[config.mk]
export PLATFORM = sky130hd
export DESIGN_NAME = cpu_output_capture_flat
export DESIGN_NICKNAME = d
export VERILOG_FILES = /design/src/rtl/cpu_output_capture_pkg.sv /design/src/rtl/cpu_output_capture_if.sv /design/src/rtl/cpu_output_capture_fifo.sv /design/src/rtl/cpu_output_capture.sv /design/src/flat_wrapper.sv
export SDC_FILE = /design/constraint.sdc
export NUM_CORES = 1
export LEC_CHECK = 0
export ABC_AREA = 1
export CORE_UTILIZATION = 40
export DETAILED_ROUTE_END_ITERATION = 10
export GPL_TIMING_DRIVEN = 0
export PLACE_DENSITY_LB_ADDON = 0.12
export SLEW_MARGIN = 40
export SYNTH_ARGS = -nofsm -noshare
export SYNTH_HDL_FRONTEND = slang
export SYNTH_SLANG_ARGS = --single-unit
export TNS_END_PERCENT = 20
[constraint.sdc]
create_clock -name clk -period 6.6 [get_ports clk]
set_input_delay 1.98 -clock clk [delete_from_list [all_inputs] [get_ports clk]]
set_output_delay 1.98 -clock clk [all_outputs]
set_load 0.005 [all_outputs]
[src/rtl/cpu_output_capture_pkg.sv]
// Shared widths and entry layout for the CPU output capture block.
// An entry is the cycle stamp in the upper bits and the captured bus value in the lower bits.
package capture_pkg;

   localparam int DATA_W_DEF  = 16;
   localparam int STAMP_W_DEF = 16;
   localparam int DEPTH_DEF   = 16;
   localparam int ENTRY_W     = DATA_W_DEF + STAMP_W_DEF;

   typedef struct packed {
      logic [STAMP_W_DEF-1:0] stamp;
      logic [DATA_W_DEF-1:0]  data;
   } entry_t;

   function automatic int entry_width(input int data_w, input int stamp_w);
      return data_w + stamp_w;
   endfunction

endpackage

[src/rtl/cpu_output_capture_if.sv]
// Control, observed-bus and drain-port signals of the capture block.
// The master side is whoever drives the capture block: a host or a bench.
interface cpu_output_capture_if
   import capture_pkg::*;
#(
   parameter int DATA_W  = DATA_W_DEF,
   parameter int STAMP_W = STAMP_W_DEF,
   parameter int DEPTH   = DEPTH_DEF
);
   localparam int CNT_W = $clog2(DEPTH) + 1;

   logic               enable;
   logic               clear;
   logic [DATA_W-1:0]  cpu_output;
   logic               rd_ready;
   logic               rd_valid;
   logic [DATA_W-1:0]  rd_data;
   logic [STAMP_W-1:0] rd_stamp;
   logic [CNT_W-1:0]   count;
   logic               overflow;

   modport master (
      output enable, clear, cpu_output, rd_ready,
      input  rd_valid, rd_data, rd_stamp, count, overflow
   );

   modport slave (
      input  enable, clear, cpu_output, rd_ready,
      output rd_valid, rd_data, rd_stamp, count, overflow
   );

endinterface

[src/rtl/cpu_output_capture_fifo.sv]
// First-word fall-through synchronous FIFO.
// Pointers carry one extra wrap bit so that full and empty can be told apart.
module sync_fifo_fwft #(
   parameter int WIDTH = 32,
   parameter int DEPTH = 16,
   localparam int AW   = $clog2(DEPTH),
   localparam int CW   = AW + 1
) (
   input  logic             clk,
   input  logic             rst_n,
   input  logic             push,
   input  logic             pop,
   input  logic             clear,
   input  logic [WIDTH-1:0] wr_data,
   output logic [WIDTH-1:0] rd_data,
   output logic             full,
   output logic             empty,
   output logic [CW-1:0]    count
);

   logic [WIDTH-1:0] mem [DEPTH];
   logic [AW:0]      wr_ptr;
   logic [AW:0]      rd_ptr;
   logic             do_push;
   logic             do_pop;

   assign empty   = (wr_ptr == rd_ptr);
   assign full    = (wr_ptr[AW] != rd_ptr[AW]) && (wr_ptr[AW-1:0] == rd_ptr[AW-1:0]);
   assign count   = wr_ptr - rd_ptr;
   assign do_pop  = pop && !empty;
   // A pop on the same edge frees the slot, so a full FIFO can still accept the push.
   assign do_push = push && (!full || do_pop);
   assign rd_data = empty ? '0 : mem[rd_ptr[AW-1:0]];

   always_ff @(posedge clk or negedge rst_n) begin
      if (!rst_n) begin
         wr_ptr <= '0;
         rd_ptr <= '0;
      end else if (clear) begin
         wr_ptr <= '0;
         rd_ptr <= '0;
      end else begin
         if (do_push) wr_ptr <= wr_ptr + 1'b1;
         if (do_pop)  rd_ptr <= rd_ptr + 1'b1;
      end
   end

   always_ff @(posedge clk) begin
      if (do_push && !clear) mem[wr_ptr[AW-1:0]] <= wr_data;
   end

endmodule

[src/rtl/cpu_output_capture.sv]
// Watches the CPU output bus and queues every new value with the cycle stamp it appeared on.
// Holds the stamp counter, change detect, first-sample flag and sticky overflow.
module cpu_output_capture
   import capture_pkg::*;
#(
   parameter int DATA_W  = DATA_W_DEF,
   parameter int STAMP_W = STAMP_W_DEF,
   parameter int DEPTH   = DEPTH_DEF
) (
   input logic                 clk,
   input logic                 rst_n,
   cpu_output_capture_if.slave bus
);

   typedef struct packed {
      logic [STAMP_W-1:0] stamp;
      logic [DATA_W-1:0]  data;
   } cap_entry_t;

   logic [STAMP_W-1:0] stamp;
   logic [DATA_W-1:0]  prev;
   logic               first;
   logic               capture;
   logic               ovf;
   logic               full;
   logic               empty;
   cap_entry_t         wr_entry;
   cap_entry_t         rd_entry;

   assign capture        = bus.enable && (first || (bus.cpu_output != prev));
   assign wr_entry.stamp = stamp;
   assign wr_entry.data  = bus.cpu_output;

   // First is re-armed whenever capture is paused, so resuming always records a sample.
   always_ff @(posedge clk or negedge rst_n) begin
      if (!rst_n) begin
         stamp <= '0;
         prev  <= '0;
         first <= 1'b1;
      end else if (bus.enable) begin
         stamp <= stamp + 1'b1;
         if (capture) begin
            prev  <= bus.cpu_output;
            first <= 1'b0;
         end
      end else begin
         first <= 1'b1;
      end
   end

   always_ff @(posedge clk or negedge rst_n) begin
      if (!rst_n) begin
         ovf <= 1'b0;
      end else if (bus.clear) begin
         ovf <= 1'b0;
      end else if (capture && full && !bus.rd_ready) begin
         ovf <= 1'b1;
      end
   end

   sync_fifo_fwft #(
      .WIDTH (DATA_W + STAMP_W),
      .DEPTH (DEPTH)
   ) u_fifo (
      .clk     (clk),
      .rst_n   (rst_n),
      .push    (capture),
      .pop     (bus.rd_ready),
      .clear   (bus.clear),
      .wr_data (wr_entry),
      .rd_data (rd_entry),
      .full    (full),
      .empty   (empty),
      .count   (bus.count)
   );

   assign bus.rd_valid = !empty;
   assign bus.rd_data  = rd_entry.data;
   assign bus.rd_stamp = rd_entry.stamp;
   assign bus.overflow = ovf;

endmodule

[src/flat_wrapper.sv]
// flat-port wrapper written by rule: the top's interface ports become plain ports
module cpu_output_capture_flat import capture_pkg::*;
#(
   parameter int DATA_W  = DATA_W_DEF,
   parameter int STAMP_W = STAMP_W_DEF,
   parameter int DEPTH   = DEPTH_DEF
)
  (clk, rst_n, bus_enable, bus_clear, bus_cpu_output, bus_rd_ready, bus_rd_valid, bus_rd_data, bus_rd_stamp, bus_count, bus_overflow);
  cpu_output_capture_if #(.DATA_W(DATA_W), .STAMP_W(STAMP_W), .DEPTH(DEPTH)) bus_i ();
  input logic clk;
  input logic rst_n;
  input wire logic [$bits(bus_i.enable)-1:0] bus_enable;
  input wire logic [$bits(bus_i.clear)-1:0] bus_clear;
  input wire logic [$bits(bus_i.cpu_output)-1:0] bus_cpu_output;
  input wire logic [$bits(bus_i.rd_ready)-1:0] bus_rd_ready;
  output wire logic [$bits(bus_i.rd_valid)-1:0] bus_rd_valid;
  output wire logic [$bits(bus_i.rd_data)-1:0] bus_rd_data;
  output wire logic [$bits(bus_i.rd_stamp)-1:0] bus_rd_stamp;
  output wire logic [$bits(bus_i.count)-1:0] bus_count;
  output wire logic [$bits(bus_i.overflow)-1:0] bus_overflow;
  assign bus_i.enable = bus_enable;
  assign bus_i.clear = bus_clear;
  assign bus_i.cpu_output = bus_cpu_output;
  assign bus_i.rd_ready = bus_rd_ready;
  assign bus_rd_valid = bus_i.rd_valid;
  assign bus_rd_data = bus_i.rd_data;
  assign bus_rd_stamp = bus_i.rd_stamp;
  assign bus_count = bus_i.count;
  assign bus_overflow = bus_i.overflow;
  cpu_output_capture #(.DATA_W(DATA_W), .STAMP_W(STAMP_W), .DEPTH(DEPTH)) u_core (.clk(clk), .rst_n(rst_n), .bus(bus_i));
endmodule
Yosys cells after proc, flatten, opt, wreduce, memory -nomap -nowiden:

Memory sizes are Yosys's and may differ from the RTL's.
Cells that the tools add are included.

* register bits: 44
* bits in writable memories: 512
* input bits: 21
* output and inout port bits: 39
* logic and storage cells: 44
* memories kept: 1

Memory list
* u_core.u_fifo.mem: words 16, width 32, rd ports 1, clocked after memory_dff 0, wr ports 1, RTL line cpu_output_capture_fifo.sv:21 `logic [WIDTH-1:0] mem [DEPTH];`

* add/sub/neg operators: 4
* equal/unequal tests: 5
* multiplexer cells: 11
* reductions and logical operators: 17

Operator list (number)
* 32-bit two-way mux: 1
* 5-bit two-way mux: 4
* 16-bit by 1-bit adder with 16-bit output (second input constant): 1
* 16-bit inequality test: 1
* 5-bit by 1-bit adder with 5-bit output (second input constant): 2
* 1-bit logical AND: 7
* 1-bit two-way mux: 6
* 2-bit nonzero test: 3
* 5-bit == test: 1
* 5-bit subtractor: 1
* 4-bit == test: 1
* 1-bit zero test: 4
* 1-bit logical OR: 2
* 2-bit by 1-bit inequality test with 1-bit output (second input constant): 1
* 2-bit AND reduction: 1
* 1-bit inequality test: 1

Depth between registers and ports, before layout:

* depth after elaboration: 8
* gate-level depth with buffers: 13
* gate-level depth less buffers: 11

Hierarchy:

Synthesis repeated with hierarchy kept, for this count alone.

* cell total of the unflattened synthesis: 2461
* area, all modules: 24547.3 sq um

Modules (own cells, without submodules)
* sync_fifo_fwft: instances 1, cells an instance 2255, area each 22860.7 sq um, sequential area each 15625.0 sq um
* cpu_output_capture: instances 1, cells an instance 206, area each 1686.6 sq um, sequential area each 852.1 sq um

Least setup slack after synthesis:

No wires, ideal clock.

* path type: input -> register
* from: input bus_cpu_output[3]
* to: memory u_core.u_fifo.mem[10][0], enable pin
* library setup time: 0.421 ns
* data arrival time: 4.152 ns
* required time: 6.179 ns
* path slack: 2.027 ns
* stages: 12
* buffers on the path: 1
* path through: inv_1 nand2_1 o21ai_1 inv_1 nand2_1 nor2_1 nand3_2 nand3_2 inv_2 nand2_2 buf_4 nor2_1

* longest elaborated chain between the ends: 7

Ends and longest elaborated chain
* from (decl): RTL line flat_wrapper.sv:14 `input wire logic [$bits(bus_i.cpu_output)-1:0] bus_cpu_output;`
* 16-bit inequality test: RTL line cpu_output_capture.sv:30 `assign capture = bus.enable && (first || (bus.cpu_output != prev));`
* 1-bit logical OR: RTL line cpu_output_capture.sv:30
* 1-bit logical AND: RTL line cpu_output_capture.sv:30
* 1-bit logical AND: RTL line cpu_output_capture_fifo.sv:32 `assign do_push = push && (!full || do_pop);`
* 1-bit logical AND: RTL line cpu_output_capture_fifo.sv:49 `if (do_push && !clear) mem[wr_ptr[AW-1:0]] <= wr_data;`
* 1-bit two-way mux: RTL line cpu_output_capture_fifo.sv:49
* 1-bit two-way mux (not written as such): RTL line cpu_output_capture_fifo.sv:49
* to (decl): RTL line cpu_output_capture_fifo.sv:21

Every way passes these cells.

Worst setup path after layout:

* from: register u_core.u_fifo.rd_ptr[3]
* to: output bus_rd_stamp[13]

* longest elaborated chain between the ends: 2
* elaborated cells between the ends (all ways): 3
* those cells by class: eq/ne: 1; mux: 1; memory: 1

Ends and longest elaborated chain
* from (decl): RTL line cpu_output_capture_fifo.sv:23 `logic [AW:0] rd_ptr;`
* from (signal assigned): RTL line cpu_output_capture_fifo.sv:44 `if (do_pop) rd_ptr <= rd_ptr + 1'b1;`
* memory read 16 x 32 bit or 5-bit == test (tied branches)
* 32-bit two-way mux (*): RTL line cpu_output_capture_fifo.sv:33 `assign rd_data = empty ? '0 : mem[rd_ptr[AW-1:0]];`
* to (decl): RTL line flat_wrapper.sv:18 `output wire logic [$bits(bus_i.rd_stamp)-1:0] bus_rd_stamp;`

Mark *: on every way between the ends. The rest lies on a longest branch, timed or not.

==> impl_metrics.env <==
export IMPL_path_max_fanout=10
export IMPL_place_area_um2=24900
export IMPL_p_clk_frac=0.354
export IMPL_hp_class="reg2reg"
export IMPL_slowest_delay_ns=0.62
export IMPL_setup_viol=0
export IMPL_core_area_um2=55300
export IMPL_ios=60
export IMPL_drc_errors=0
export IMPL_viasPerCell=5.42
export IMPL_synthArstFlopShare=0.0791
export IMPL_yosysMostFrequentCell="edfxtp_1"
export IMPL_synth_edff_count=512
export IMPL_worst_slack_ns=0.433
export IMPL_peakVddDrop_uv=187
export IMPL_tritoncts="built"
export IMPL_finalHoldViolations=0
export IMPL_worstMarginPinSlew_ns=0.859
export IMPL_grt_max_degree=35
export IMPL_worstHoldEndpoint="u_core.prev[6]"
export IMPL_path_class="reg2out"
export IMPL_fmax_ghz=0.162
export IMPL_cts_resized=0
export IMPL_rsz0062_at_grt="false"
export IMPL_gp_congestion=0.831
export IMPL_sw_frac_of_total=0.294
export IMPL_fillers=4922
export IMPL_synth_top_cells_by_area="edfxtp_1, nor2_1, o21ai_0, dfrtp_1, nand2_1"
export IMPL_die_y_um=239
export IMPL_detailed_place_hpwl_um=44600
export IMPL_synth_cell_type_count=35
export IMPL_yosysWarnings=0
export IMPL_die_w_um=239
export IMPL_synthFlopType="edfxtp_1"
export IMPL_min_from="u_core.prev[6]"
export IMPL_cp_cell_sequence="inv_1 -> clkbuf_1 -> buf_2 -> ha_1 -> nand4_1 -> nor2_2 -> clkbuf_1 -> a31oi_1 -> clkdlybuf4s50_1"
export IMPL_syn_area_per_cell_um2=12.5
export IMPL_seqPwrFrac=0.449
export IMPL_grt_usage=0.234
export IMPL_hold_buffers=0
export IMPL_drt_iter0_drc=1541
export IMPL_cts_buffers=57
export IMPL_synth_top_cell_by_area="edfxtp_1"
export IMPL_via_count=14900
export IMPL_status="finished clean"
export IMPL_slew_viol_final=0
export IMPL_io_buffers=57
export IMPL_reg2reg_slack_ns=2.65
export IMPL_p_int_mw=6.65
export IMPL_ys_ff_latch=556
export IMPL_cts_sinks=556
export IMPL_cts_root_buf="clkbuf_16"
export IMPL_yosysSeqAreaShare=0.732
export IMPL_critPathArrivalTime_ns=4.19
export IMPL_dieArea_um2=57200
export IMPL_clk_pin_slew_ns=0.06
export IMPL_routedWlPerCell_um=24.0
export IMPL_min_period_ns=6.17
export IMPL_grt_pass1_vias=14400
export IMPL_initial_core_util=0.407
export IMPL_area_growth_pct=18.9
export IMPL_ant_nets=0
export IMPL_synth_top_area_frac=0.683
export IMPL_required_ns=4.62
export IMPL_powerDensity_nw_per_um2=352
export IMPL_slew_headroom=0.426
export IMPL_routed_wl_um=66100
export IMPL_endpoint_kind="output pin"
export IMPL_clkLatencyLatePin_ns=0.62
export IMPL_slowest_stage="clkbuf_1"
export IMPL_cp_depth=9
export IMPL_synth_area_um2=22500
export IMPL_whs_path_depth=2
export IMPL_finalNetCount=1985
export IMPL_cap_violations=0
export IMPL_grt_ovfl_total=0
export IMPL_synth_fp_nets=1836
export IMPL_r2r_cells=14
export IMPL_leakagePower_nw=9.11
export IMPL_crit_family="buffers and inverters"
export IMPL_pre_cts_ws_ns=1.04
export IMPL_reg2reg_from="u_core.u_fifo.rd_ptr[3]"
export IMPL_htree_levels=2
export IMPL_dpl_cell_count=2642
export IMPL_p_switching_mw=2.78
export IMPL_syn_inst=1804
export IMPL_p_comb_frac=0.197
export IMPL_synth_commonest_cells="edfxtp_1, nor2_1, o21ai_0, nand2_1, o22ai_1"
export IMPL_grt_pass1_wl_um=96400
export IMPL_critPathMostFrequentCell="clkbuf_1"
export IMPL_worstSetupStartpointType="register"
export IMPL_reg2reg_to="u_core.u_fifo.mem[5][0]"
export IMPL_final_layout_size_suffix_gt1_frac=0.107
export IMPL_skew_ns=0.0167
export IMPL_core_rowCount=86
export IMPL_final_area_um2=26800
export IMPL_fin_crit_sh=0.934
export IMPL_final_cell_count_no_fill=2750
export IMPL_antenna_found_initial=0
export IMPL_postCtsSetupBuffers=0
export IMPL_cts_buffer_depth=3
export IMPL_dr_pass1_iters=7
export IMPL_critPathBufInv=5
[worst reg2reg max path: stages (launching register included)]
cell and delay, ns:
dfrtp_1 0.38, inv_1 0.07, clkbuf_1 0.45, buf_2 0.40, ha_1 0.35, nand4_1 0.18
inv_1 0.07, nand3_1 0.16, nand3_2 0.23, inv_2 0.12, nand2_2 0.13, buf_4 0.27
nor2_4 0.45, buf_16 0.23, buf_16 0.16
[power by group through the flow]
stage | sequential [mW] | combinational, mW | clock [mW]
finish | 4.23 | 1.85 | 3.34
global placement | 4.31 | 1.82 | 0
detailed placement | 4.31 | 1.86 | 0
CTS | 4.24 | 1.86 | 3.39
global route | 4.25 | 2.01 | 3.52
floorplan | 4.20 | 0.946 | 0
[routing by layer]
layer,wire [um],up-vias,share of wire,global-route usage
li1,-,6814,-,-
met1,29600,7470,0.45,0.338
met2,30100,527,0.46,0.362
met3,4620,107,0.070,0.0377
met4,1760,0,0.027,0.0750
met5,0,-,0,0
[layout by cell type (no fill, tap or decap), types with 15 or more instances in the layout]
cell / synthesis / routed
a21oi_1: 22 / 22
a31oi_1: 18 / 18
buf_16: 0 / 20
buf_2: 26 / 36
clkbuf_1: 58 / 69
clkbuf_16: 0 / 59
clkdlybuf4s50_1: 0 / 46
clkinv_2: 0 / 15
dfrtp_1: 43 / 42
edfxtp_1: 512 / 512
inv_1: 71 / 71
nand2_1: 184 / 184
nand3_1: 33 / 33
nor2_1: 335 / 319
nor2_4: 0 / 16
o211ai_1: 50 / 50
o21ai_0: 245 / 245
o21ai_1: 28 / 28
o22ai_1: 78 / 78
[registers in the layout, indices dropped and copies added (netlist names)]
signal,count
u_core.stamp,16
u_core.u_fifo.rd_ptr,5
u_core.u_fifo.mem,512
u_core.bus.overflow,1
u_core.prev,16
u_core.u_fifo.wr_ptr,5
u_core.first,1
[worst max-delay path by stage]
| stage | slack, ns | startpoint | end |
|---|---|---|---|
| after CTS | 0.45 | u_core.u_fifo.rd_ptr[3] | bus_rd_stamp[13] |
| after global placement | -1.05 | bus_cpu_output[5] | u_core.u_fifo.mem[8][1] |
| after detailed placement | 1.04 | bus_cpu_output[5] | u_core.u_fifo.mem[5][9] |
| after floorplan | 2.03 | bus_cpu_output[3] | u_core.u_fifo.mem[10][0] |
| after global routing | 0.37 | u_core.u_fifo.rd_ptr[3] | bus_rd_stamp[13] |
| final | 0.43 | u_core.u_fifo.rd_ptr[3] | bus_rd_stamp[13] |
[metrics by stage]
stage	util	power, mW	TNS (ns)	hold slack [ns]
final	0.484	9.43	0	0.495
after global routing	0.484	9.77	0	0.521
after CTS	0.485	9.49	0	0.495
after detailed placement	0.450	6.17	0	0.480
after global placement	0.434	6.13	-321.56	0.474
after floorplan	-	5.15	0	0.463
[kinds of logic (layout without fill, tap and decap cells)]
family,Yosys count,count (layout),synth area share
AND/OR/NAND/NOR,570,570,0.0994
flip-flops,556,556,0.732
AO/OA/AOI/OAI,456,456,0.115
buffers and inverters,188,385,0.0385
XOR/XNOR,23,23,0.00928
adder cells (fa/ha/maj),11,11,0.00645
other,0,1,0
[cell type report]
cell class                      instances  area, um2  area share
Buffer                                113        584      0.0218
Inverter                               75        282      0.0105
Clock inverter                         37        407      0.0152
Antenna cell                            1       2.50   0.0000935
Clock buffer                           70       1520      0.0567
Multi-Input combinational cell       1060       5300       0.198
Tap cell                              748        936      0.0350
Timing Repair Buffer                   90       1270      0.0474
Sequential cell                       556      16500       0.616
(Power assumes the default switching activity.)
